===== src/rtl/pll_seq_pkg.sv =====
// PLL reconfiguration sequencer: shared types, widths and source decode.
// Imported by the interface, timer and sequencer top.
package pll_seq_pkg;

    localparam int N_CH = 4;
    localparam int DIV_W = 4;
    localparam int SEL_W = 2;
    localparam logic [SEL_W-1:0] SEL_CLK = '0;
    localparam int ST_W = 3;
    localparam int TMR_W = 8;

    typedef enum logic [ST_W-1:0] {
        ST_IDLE,
        ST_REJECT,
        ST_QUIESCE,
        ST_LOAD,
        ST_LOCK_C,
        ST_LOCK_DEP,
        ST_DONE
    } state_t;

    typedef struct packed {
        logic       vld;
        logic [1:0] ch;
    } src_t;

    // Select k>0 picks the k-th other channel in ascending order, so a
    // channel can never name itself; vld=0 means the reference clock.
    function automatic src_t src_of(input logic [1:0] ch,
                                    input logic [SEL_W-1:0] sel);
        src_t       r;
        logic [1:0] km1;
        km1   = sel - 2'd1;
        r.vld = (sel != SEL_CLK);
        r.ch  = '0;
        if (r.vld) begin
            r.ch = (km1 < ch) ? km1 : sel;
        end
        return r;
    endfunction

endpackage


===== src/rtl/pll_reconfig_seq_if.sv =====
// Request handshake between the CSR front end and the sequencer.
// One atomic channel reconfiguration per accepted transfer.
interface pll_reconfig_seq_if;
    import pll_seq_pkg::*;

    logic             req_valid;
    logic             req_ready;
    logic [1:0]       req_ch;
    logic [DIV_W-1:0] req_div_fb;
    logic [DIV_W-1:0] req_div_out;
    logic [SEL_W-1:0] req_sel;

    modport master (
        output req_valid,
        output req_ch,
        output req_div_fb,
        output req_div_out,
        output req_sel,
        input  req_ready
    );

    modport slave (
        input  req_valid,
        input  req_ch,
        input  req_div_fb,
        input  req_div_out,
        input  req_sel,
        output req_ready
    );

endinterface


===== src/rtl/pll_seq_timer.sv =====
// Loadable down-counter shared by the power-down and lock-wait states.
// expire is high in the last cycle of a loaded interval.
module pll_seq_timer
    import pll_seq_pkg::*;
(
    input  logic             clk_csr,
    input  logic             rst_n,
    input  logic             load,
    input  logic [TMR_W-1:0] load_val,
    output logic             expire
);

    logic [TMR_W-1:0] count_q;
    logic [TMR_W-1:0] count_d;

    // Load wins; otherwise count down and park at zero.
    always_comb begin
        count_d = count_q;
        if (load) begin
            count_d = load_val;
        end else if (count_q != '0) begin
            count_d = count_q - 1'b1;
        end
    end

    // Counter register.
    always_ff @(posedge clk_csr or negedge rst_n) begin
        if (!rst_n) begin
            count_q <= '0;
        end else begin
            count_q <= count_d;
        end
    end

    assign expire = (count_q == TMR_W'(1));

endmodule


===== src/rtl/pll_reconfig_seq.sv =====
// Glitch-safe PLL channel reconfiguration sequencer: quiesce target and
// its enabled dependents, load dividers/select, re-enable in lock order.
module pll_reconfig_seq
    import pll_seq_pkg::*;
#(
    parameter int unsigned OFF_CYC  = 8,
    parameter int unsigned LOCK_CYC = 64
) (
    input  logic                   clk_csr,
    input  logic                   rst_n,
    pll_reconfig_seq_if.slave      req,
    output logic [N_CH*DIV_W-1:0]  div_fb_o,
    output logic [N_CH*DIV_W-1:0]  div_out_o,
    output logic [N_CH*SEL_W-1:0]  clk_sel_o,
    output logic [N_CH-1:0]        enb_o,
    output logic                   busy,
    output logic                   done_pulse,
    output logic                   err_pulse
);

    localparam logic [N_CH*DIV_W-1:0] DIV_RST = {N_CH{DIV_W'(1)}};

    state_t                  state_q, state_d;
    logic [1:0]              ch_q, ch_d;
    logic [DIV_W-1:0]        fb_q, fb_d;
    logic [DIV_W-1:0]        out_q, out_d;
    logic [SEL_W-1:0]        sel_q, sel_d;
    logic [N_CH-1:0]         dep_q, dep_d;
    logic [N_CH-1:0]         enb_q, enb_d;
    logic [N_CH*DIV_W-1:0]   div_fb_q, div_fb_d;
    logic [N_CH*DIV_W-1:0]   div_out_q, div_out_d;
    logic [N_CH*SEL_W-1:0]   clk_sel_q, clk_sel_d;
    logic                    done_q, done_d;
    logic                    err_q, err_d;

    logic                    tmr_load;
    logic [TMR_W-1:0]        tmr_val;
    logic                    tmr_exp;

    src_t                    cur_src [N_CH];
    src_t                    req_src;
    logic [N_CH-1:0]         dep;
    logic                    loop_bad;
    logic                    bad;
    logic                    accept;

    pll_seq_timer u_timer (
        .clk_csr  (clk_csr),
        .rst_n    (rst_n),
        .load     (tmr_load),
        .load_val (tmr_val),
        .expire   (tmr_exp)
    );

    // Decode every channel's current source and the request's dependents.
    always_comb begin
        dep = '0;
        for (int j = 0; j < N_CH; j++) begin
            cur_src[j] = src_of(2'(j), clk_sel_q[j*SEL_W +: SEL_W]);
            dep[j] = (2'(j) != req.req_ch) && !enb_q[j] &&
                     cur_src[j].vld && (cur_src[j].ch == req.req_ch);
        end
        req_src  = src_of(req.req_ch, req.req_sel);
        loop_bad = req_src.vld && cur_src[req_src.ch].vld &&
                   (cur_src[req_src.ch].ch == req.req_ch);
        bad      = (req.req_div_fb == '0) || (req.req_div_out == '0) ||
                   loop_bad;
    end

    assign accept = req.req_valid && (state_q == ST_IDLE);

    // Sequencer next-state and output-register updates.
    always_comb begin
        state_d   = state_q;
        ch_d      = ch_q;
        fb_d      = fb_q;
        out_d     = out_q;
        sel_d     = sel_q;
        dep_d     = dep_q;
        enb_d     = enb_q;
        div_fb_d  = div_fb_q;
        div_out_d = div_out_q;
        clk_sel_d = clk_sel_q;
        done_d    = 1'b0;
        err_d     = 1'b0;
        tmr_load  = 1'b0;
        tmr_val   = '0;
        unique case (state_q)
            ST_IDLE: begin
                if (accept) begin
                    if (bad) begin
                        err_d   = 1'b1;
                        state_d = ST_REJECT;
                    end else begin
                        ch_d     = req.req_ch;
                        fb_d     = req.req_div_fb;
                        out_d    = req.req_div_out;
                        sel_d    = req.req_sel;
                        dep_d    = dep;
                        enb_d    = enb_q | dep |
                                   (N_CH'(1) << req.req_ch);
                        tmr_load = 1'b1;
                        tmr_val  = TMR_W'(OFF_CYC);
                        state_d  = ST_QUIESCE;
                    end
                end
            end
            ST_REJECT: begin
                state_d = ST_IDLE;
            end
            ST_QUIESCE: begin
                if (tmr_exp) begin
                    div_fb_d[{ch_q, 2'b00} +: DIV_W]  = fb_q;
                    div_out_d[{ch_q, 2'b00} +: DIV_W] = out_q;
                    clk_sel_d[{ch_q, 1'b0} +: SEL_W]  = sel_q;
                    state_d = ST_LOAD;
                end
            end
            ST_LOAD: begin
                enb_d[ch_q] = 1'b0;
                tmr_load    = 1'b1;
                tmr_val     = TMR_W'(LOCK_CYC);
                state_d     = ST_LOCK_C;
            end
            ST_LOCK_C: begin
                if (tmr_exp) begin
                    if (dep_q == '0) begin
                        done_d  = 1'b1;
                        state_d = ST_DONE;
                    end else begin
                        enb_d    = enb_q & ~dep_q;
                        tmr_load = 1'b1;
                        tmr_val  = TMR_W'(LOCK_CYC);
                        state_d  = ST_LOCK_DEP;
                    end
                end
            end
            ST_LOCK_DEP: begin
                if (tmr_exp) begin
                    done_d  = 1'b1;
                    state_d = ST_DONE;
                end
            end
            ST_DONE: begin
                state_d = ST_IDLE;
            end
            default: begin
                state_d = ST_IDLE;
            end
        endcase
    end

    // State, captured request and output registers.
    always_ff @(posedge clk_csr or negedge rst_n) begin
        if (!rst_n) begin
            state_q   <= ST_IDLE;
            ch_q      <= '0;
            fb_q      <= '0;
            out_q     <= '0;
            sel_q     <= '0;
            dep_q     <= '0;
            enb_q     <= '1;
            div_fb_q  <= DIV_RST;
            div_out_q <= DIV_RST;
            clk_sel_q <= '0;
            done_q    <= 1'b0;
            err_q     <= 1'b0;
        end else begin
            state_q   <= state_d;
            ch_q      <= ch_d;
            fb_q      <= fb_d;
            out_q     <= out_d;
            sel_q     <= sel_d;
            dep_q     <= dep_d;
            enb_q     <= enb_d;
            div_fb_q  <= div_fb_d;
            div_out_q <= div_out_d;
            clk_sel_q <= clk_sel_d;
            done_q    <= done_d;
            err_q     <= err_d;
        end
    end

    assign req.req_ready = (state_q == ST_IDLE);
    assign busy          = (state_q != ST_IDLE);
    assign div_fb_o      = div_fb_q;
    assign div_out_o     = div_out_q;
    assign clk_sel_o     = clk_sel_q;
    assign enb_o         = enb_q;
    assign done_pulse    = done_q;
    assign err_pulse     = err_q;

endmodule


===== src/flat_wrapper.sv =====
// flat-port wrapper written by rule: the top's interface ports become plain ports
module pll_reconfig_seq_flat import pll_seq_pkg::*;
#(
    parameter int unsigned OFF_CYC  = 8,
    parameter int unsigned LOCK_CYC = 64
)
  (clk_csr, rst_n, div_fb_o, div_out_o, clk_sel_o, enb_o, busy, done_pulse, err_pulse, req_req_valid, req_req_ch, req_req_div_fb, req_req_div_out, req_req_sel, req_req_ready);
  pll_reconfig_seq_if req_i ();
  input  logic clk_csr;
  input  logic rst_n;
  output logic [N_CH*DIV_W-1:0] div_fb_o;
  output logic [N_CH*DIV_W-1:0] div_out_o;
  output logic [N_CH*SEL_W-1:0] clk_sel_o;
  output logic [N_CH-1:0] enb_o;
  output logic busy;
  output logic done_pulse;
  output logic err_pulse;
  input wire logic [$bits(req_i.req_valid)-1:0] req_req_valid;
  input wire logic [$bits(req_i.req_ch)-1:0] req_req_ch;
  input wire logic [$bits(req_i.req_div_fb)-1:0] req_req_div_fb;
  input wire logic [$bits(req_i.req_div_out)-1:0] req_req_div_out;
  input wire logic [$bits(req_i.req_sel)-1:0] req_req_sel;
  output wire logic [$bits(req_i.req_ready)-1:0] req_req_ready;
  assign req_i.req_valid = req_req_valid;
  assign req_i.req_ch = req_req_ch;
  assign req_i.req_div_fb = req_req_div_fb;
  assign req_i.req_div_out = req_req_div_out;
  assign req_i.req_sel = req_req_sel;
  assign req_req_ready = req_i.req_ready;
  pll_reconfig_seq #(.OFF_CYC(OFF_CYC), .LOCK_CYC(LOCK_CYC)) u_core (.clk_csr(clk_csr), .rst_n(rst_n), .req(req_i), .div_fb_o(div_fb_o), .div_out_o(div_out_o), .clk_sel_o(clk_sel_o), .enb_o(enb_o), .busy(busy), .done_pulse(done_pulse), .err_pulse(err_pulse));
endmodule

===== config.mk =====
export PLATFORM = sky130hd
export DESIGN_NAME = pll_reconfig_seq_flat
export DESIGN_NICKNAME = d
export VERILOG_FILES = /design/src/rtl/pll_seq_pkg.sv /design/src/rtl/pll_reconfig_seq_if.sv /design/src/rtl/pll_seq_timer.sv /design/src/rtl/pll_reconfig_seq.sv /design/src/flat_wrapper.sv
export SDC_FILE = /design/constraint.sdc
export NUM_CORES = 1
export LEC_CHECK = 0
export BUFFER_PORTS_ARGS = -buffer_cell sky130_fd_sc_hd__buf_2
export CORE_ASPECT_RATIO = 0.5
export CORE_MARGIN = 5
export CORE_UTILIZATION = 35
export CTS_CLUSTER_DIAMETER = 150
export DETAILED_ROUTE_END_ITERATION = 10
export PLACE_DENSITY = 0.6
export SYNTH_ARGS = -nofsm -noshare
export SYNTH_HDL_FRONTEND = slang
export SYNTH_SLANG_ARGS = --single-unit

===== constraint.sdc =====
create_clock -name clk_csr -period 3.7 [get_ports clk_csr]
set_clock_uncertainty 0.2 [all_clocks]
set_input_delay 0.555 -clock clk_csr [delete_from_list [all_inputs] [get_ports clk_csr]]
set_output_delay 0.555 -clock clk_csr [all_outputs]
set_load 0.005 [all_outputs]

Word level (Yosys, flattened, before mapping)
Index checks and enable logic that the tools add are counted.
{"block": "op_classes", "n_addsub": 8, "n_lt_le_gt_ge": 8, "eq_ne": 19, "shift": 6, "mux": 49, "n_bitwise": 8, "reduce_logical": 40}
{"op": "$bwmux W16", "n": 2}
{"op": "$mux W8", "n": 4}
{"op": "$shiftx A4 B6 Y16", "n": 2}
{"op": "$mux W2", "n": 12}
{"op": "$pmux W8 S3", "n": 1}
{"op": "$mux W4", "n": 5}
{"op": "$mux W3", "n": 6}
{"op": "$logic_and A1 B1 Y1", "n": 16}
{"op": "$shift A4 B6 Y16 const A", "n": 1}
{"op": "$pmux W3 S5", "n": 1}
{"op": "$reduce_bool A2 Y1", "n": 7}
{"op": "$logic_not A4 Y1", "n": 3}
{"op": "$pmux W4 S3", "n": 1}
{"op": "$mux W1", "n": 11}
{"op": "$eq A2 B2 Y1", "n": 5}
{"op": "$sub A2 B1 Y2 const B", "n": 5}
{"op": "$and A4 B4 Y4", "n": 2}
{"op": "$bwmux W8", "n": 1}
{"op": "$eq A8 B1 Y1 const B", "n": 1}
{"op": "$ne A2 B1 Y1 const B", "n": 4}
{"op": "$not A4 Y4", "n": 2}
{"op": "$or A4 B4 Y4", "n": 2}
{"op": "$reduce_bool A8 Y1", "n": 1}
{"op": "$shift A2 B5 Y8 const A", "n": 1}
{"op": "other kinds (31)", "n": 42}
{"block": "totals", "ff_bits": 73, "input_bits": 15}

Logic depth before layout (Yosys ltp)
{"block": "logic_depth", "ltp_word": 15, "depth_mapped": 15, "ltp_nobuf": 12}

Modules after synthesis
Synthesis repeated with hierarchy kept, for this count alone.
{"block": "unflattened", "hier_cells": 440, "area_unflattened_um2": 4061.4}
{"mod": "pll_reconfig_seq", "n_inst": 1, "cells_per_inst": 379, "area_each_um2": 3520.9, "seq_area_each_um2": 1641.6}
{"mod": "pll_seq_timer", "n_inst": 1, "cells_per_inst": 61, "area_each_um2": 540.5, "seq_area_each_um2": 200.2}

Worst setup path before layout
OpenSTA, ideal clock, no wires.
{"block": "synth_path", "path_type": "in2reg", "start": "input req_req_sel[0]", "end": "register u_core.dep_q[0]", "setup_time_ns": 0.125, "arrival_ns": 2.884, "setup_slack_ns": 0.491, "path_stages": 14, "n_path_buf": 3, "cell_sequence": "inv_1 > ha_1 > inv_1 > ha_1 > nor2b_1 > o311a_1 > buf_6 > mux2i_1 > mux2i_1 > xnor2_1 > a31o_1 > buf_6 > buf_8 > mux2_4"}
{"block": "synth_between", "elab_chain_cells": 13}
{"item": "start: declaration", "line_no": "flat_wrapper.sv:22", "rtl": "input wire logic [$bits(req_i.req_sel)-1:0] req_req_sel;"}
{"item": "$sub A2 B1 Y2", "line_no": "pll_seq_pkg.sv:33", "rtl": "km1 = sel - 2'd1;"}
{"item": "$lt A2 B2 Y1", "line_no": "pll_seq_pkg.sv:37", "rtl": "r.ch = (km1 < ch) ? km1 : sel;"}
{"item": "$mux W2", "line_no": "pll_seq_pkg.sv:37"}
{"item": "$mux W2", "line_no": "pll_seq_pkg.sv:36", "rtl": "if (r.vld) begin"}
{"item": "$not A2 Y3 (not written as such)", "line_no": "pll_reconfig_seq.sv:64, pll_reconfig_seq.sv:65"}
{"item": "$bmux W3 S2", "line_no": "pll_reconfig_seq.sv:64, pll_reconfig_seq.sv:65"}
{"item": "$mux W3 (not written as such) (2 in a row)", "line_no": "pll_reconfig_seq.sv:64", "rtl": "loop_bad = req_src.vld && cur_src[req_src.ch].vld &&"}
{"item": "$eq A2 B2 Y1 or $logic_and A1 B1 Y1 (tied branches)", "line_no": "pll_reconfig_seq.sv:65, pll_reconfig_seq.sv:64"}
{"item": "$logic_and A1 B1 Y1 *", "line_no": "pll_reconfig_seq.sv:64"}
{"item": "$logic_or A1 B1 Y1 *", "line_no": "pll_reconfig_seq.sv:66", "rtl": "bad = (req.req_div_fb == '0) || (req.req_div_out == '0) ||"}
{"item": "$not A1 Y1 (no line) *"}
{"item": "$reduce_and A3 Y1 (no line) *"}
{"item": "end signal: assignment", "line_no": "pll_reconfig_seq.sv:174", "rtl": "dep_q <= dep_d;"}
{"item": "end: declaration", "line_no": "pll_reconfig_seq.sv:28", "rtl": "logic [N_CH-1:0] dep_q, dep_d;"}
Mark *: on every way between the ends. The rest lies on a longest branch, timed or not. The select of a mux whose other input is x is not followed.
A chain may end at the register's enable or synchronous reset.

Worst setup path after layout
{"block": "layout_path", "start": "input req_req_sel[0]", "end": "register u_core.fb_q[0]"}
{"block": "layout_between", "elab_chain_cells": 13}
{"item": "$sub A2 B1 Y2", "line_no": "pll_seq_pkg.sv:33"}
{"item": "$lt A2 B2 Y1", "line_no": "pll_seq_pkg.sv:37"}
{"item": "$mux W2", "line_no": "pll_seq_pkg.sv:37"}
{"item": "$mux W2", "line_no": "pll_seq_pkg.sv:36"}
{"item": "$not A2 Y3 (not written as such)", "line_no": "pll_reconfig_seq.sv:64, pll_reconfig_seq.sv:65"}
{"item": "$bmux W3 S2", "line_no": "pll_reconfig_seq.sv:64, pll_reconfig_seq.sv:65"}
{"item": "$mux W3 (not written as such) (2 in a row)", "line_no": "pll_reconfig_seq.sv:64"}
{"item": "$eq A2 B2 Y1 or $logic_and A1 B1 Y1 (tied branches)", "line_no": "pll_reconfig_seq.sv:65, pll_reconfig_seq.sv:64"}
{"item": "$logic_and A1 B1 Y1 *", "line_no": "pll_reconfig_seq.sv:64"}
{"item": "$logic_or A1 B1 Y1 *", "line_no": "pll_reconfig_seq.sv:66"}
{"item": "$not A1 Y1 (no line) *"}
{"item": "$reduce_and A3 Y1 (no line) *"}
{"item": "end signal: assignment", "line_no": "pll_reconfig_seq.sv:158", "rtl": "fb_q <= '0;"}
{"item": "end signal: assignment", "line_no": "pll_reconfig_seq.sv:171", "rtl": "fb_q <= fb_d;"}
{"item": "end: declaration", "line_no": "pll_reconfig_seq.sv:25", "rtl": "logic [DIV_W-1:0] fb_q, fb_d;"}
Marks and branches as above.

==> flow_summary.json <==
{
  "synthCells": 404,
  "hold_buffers": 0,
  "power_density_nw_per_um2": 699,
  "drt_iter0_markers": 189,
  "path_cells": "buf_2 -> inv_1 -> ha_1 -> inv_1 -> ha_1 -> nor2b_1 -> o311a_1 -> mux2i_1 -> mux2i_1 -> xnor2_1 -> a31o_1 -> buf_12 -> mux2_2",
  "clockBufferDepth": 2,
  "drtPass1Iterations": 4,
  "arrival_ps": 3260,
  "crit_path_top_delay_cell": "o311a_1",
  "ys_ff_latch": 73,
  "final.setup.worst_slack_ps": 462,
  "finalNetCount": 502,
  "hold_violations": 0,
  "syn-num-nets": 436,
  "wl_per_cell_um": 14.9,
  "die_w_um": 157,
  "hold_ws_ps": 106,
  "wl_um": 9190,
  "ctsResizeCount": 0,
  "num_rows": 26,
  "fin_crit_sh": 0.875,
  "cts_sinks": 73,
  "cp.required_ps": 3720,
  "path_buf_inv": 4,
  "slew_violations": 0,
  "coreArea_um2": 10400,
  "overflow": 0,
  "synth-edff-count": 0,
  "setup_tns_ps": 0,
  "hp-class": "input port to async pin",
  "async_flop_share": 1.00,
  "worst_setup_path_start_kind": "input port",
  "clkLatencyLatePin_ps": 340,
  "rsz0062_at_grt": "false",
  "areaGrowthSynthToFinish_pct": 20.6,
  "synth.avg_cell_area_um2": 9.36,
  "cts_tree": "yes",
  "p_leak_nw": 2.15,
  "dieArea_um2": 13100,
  "hpwl_um": 6720,
  "drive_gt1_frac": 0.244,
  "final-seq-area_um2": 1840,
  "gp_congestion": 0.814,
  "preCtsSetupSlack_ps": 125,
  "clk_pin_slew_ps": 60,
  "period_needed_ps": 3240,
  "yosys_warnings": 0,
  "postRouteAntennaNets": 0,
  "max_freq_ghz": 0.309,
  "status": "finished clean",
  "ys_types": 51,
  "grt_max_degree": 39,
  "slew_headroom": 0.455,
  "drcViolationCount": 0,
  "ys_seq_area_frac": 0.487,
  "num_vias": 3006,
  "final_cell_mix": "102 x nand2_1, 62 x buf_2, 61 x dfrtp_1",
  "port-buffer-count": 62,
  "numCtsBuffers": 9,
  "worstSetupEndpointType": "flop",
  "vdd_ir_drop_max_v": 0.000267,
  "die_h_um": 83.5,
  "ys.flop_type": "dfrtp_1",
  "ctsRootBufferMaster": "clkbuf_16",
  "grt_usage": 0.150,
  "synth.cell_area_um2": 3780,
  "slowest_delay_ps": 430,
  "cpLargestDelayFamily": "compound AO/OA/AOI/OAI gates",
  "grt_pass1_vias": 3053,
  "ios": 63,
  "final-setup-viol-count": 0,
  "htreeDepth": 3,
  "nFillCells": 1029,
  "crit_fanout": 16,
  "final_common_cell": "nand2_1",
  "num_antenna_cells": 0,
  "vias_per_cell": 4.89,
  "grt_antenna_before_repair": 0,
  "path_class": "input port to flop",
  "cts_setup_buffers": 0,
  "multi_input_area_um2": 1800,
  "grt_pass1_wl_um": 15800,
  "maxCapViolCount": 0,
  "floorplan.initialDensity": 0.364,
  "worst_pin_slew_ps": 817
}
[Yosys cell counts, drive strengths merged (5+ instances only)]
cell type | number | share of area
nand2b | 6 | 0.0099
dfstp | 12 | 0.083
nand2 | 103 | 0.10
buf | 5 | 0.013
clkbuf | 10 | 0.0099
a21oi | 11 | 0.015
nor2 | 23 | 0.023
nor3b | 5 | 0.0099
nand3 | 5 | 0.0066
ha | 17 | 0.056
nor2b | 7 | 0.012
mux2 | 13 | 0.046
mux2i | 8 | 0.021
dfrtp | 61 | 0.40
xnor2 | 8 | 0.019
o21ai | 48 | 0.064
nor3 | 8 | 0.011
inv | 16 | 0.016
[report_power, final]
group | switching [mW] | internal [mW] | total (mW)
sequential | 0.264 | 1.03 | 1.30
clock | 0.347 | 0.522 | 0.868
combinational | 0.548 | 0.480 | 1.03
total | 1.16 | 2.03 | 3.19
[state kept, by name (all words and copies together), names as in the netlist]
name	count
u_core.state_q	3
u_core.enb_o	4
u_core.out_q	4
u_core.ch_q	2
u_core.dep_q	4
u_core.fb_q	4
u_core.div_fb_o	16
u_core.clk_sel_o	8
u_core.div_out_o	16
u_core.sel_q	2
u_core.done_pulse	1
u_core.u_timer.count_q	8
u_core.err_pulse	1
[metal layers]
layer	track usage	vias to the layer above	routed length (µm)	share of wire
met5	0	-	0	0
met4	0.0484	0	130	0.014
met3	0.0368	12	319	0.035
met2	0.237	54	4340	0.47
met1	0.201	1436	4400	0.48
li1	-	1504	-	-
[worst reg2reg max path, cell delays in order, from the launching register on]
cell and delay (ps):
dfrtp_1 400, nor3_1 390, nand4b_1 300, nor3b_1 600, nand2_1 520, nand2_1 190, o21ai_0 100
[final timing paths]
path	start	endpoint	slack, ps	depth (start not counted)
max	req_req_sel[0]	u_core.fb_q[0]	460	13
min	rst_n	u_core.div_out_o[10]	110	1
max reg2reg	u_core.u_timer.count_q[7]	u_core.div_fb_o[13]	870	6
min reg2reg	u_core.div_out_o[15]	u_core.div_out_o[15]	270	2
max in group asynchronous	rst_n	u_core.enb_o[1]	2420	2
min in group clk_csr	req_req_div_fb[2]	u_core.fb_q[2]	270	2
[kinds of logic after synthesis]
group | synth area share
AOI/OAI and AO/OA | 0.128
and+or+nand+nor | 0.200
DFF | 0.487
xor gates and xnor gates | 0.0232
muxes | 0.0668
adders and majority gates | 0.0562
buffers and inverters | 0.0384
[area by class of cell]
class | count | share of cell area
multi-input cells | 300 | 0.393
clock inverters | 7 | 0.0154
well taps | 140 | 0.0384
repair buffers | 70 | 0.0866
inverters | 16 | 0.0132
clock buffers | 9 | 0.0494
flip-flops and latches | 73 | 0.404
[stage by stage]
stage                      util  instances  instance area (µm²)  total power [mW]
after global placement    0.411        599                 4270              2.33
after detailed placement  0.411        599                 4270              2.35
after CTS                 0.440        615                 4560              3.23
after global routing      0.440        615                 4560              3.43
final                     0.440        615                 4560              3.19
after floorplan               -        404                 3780              1.93
(Power assumes the default switching activity.)
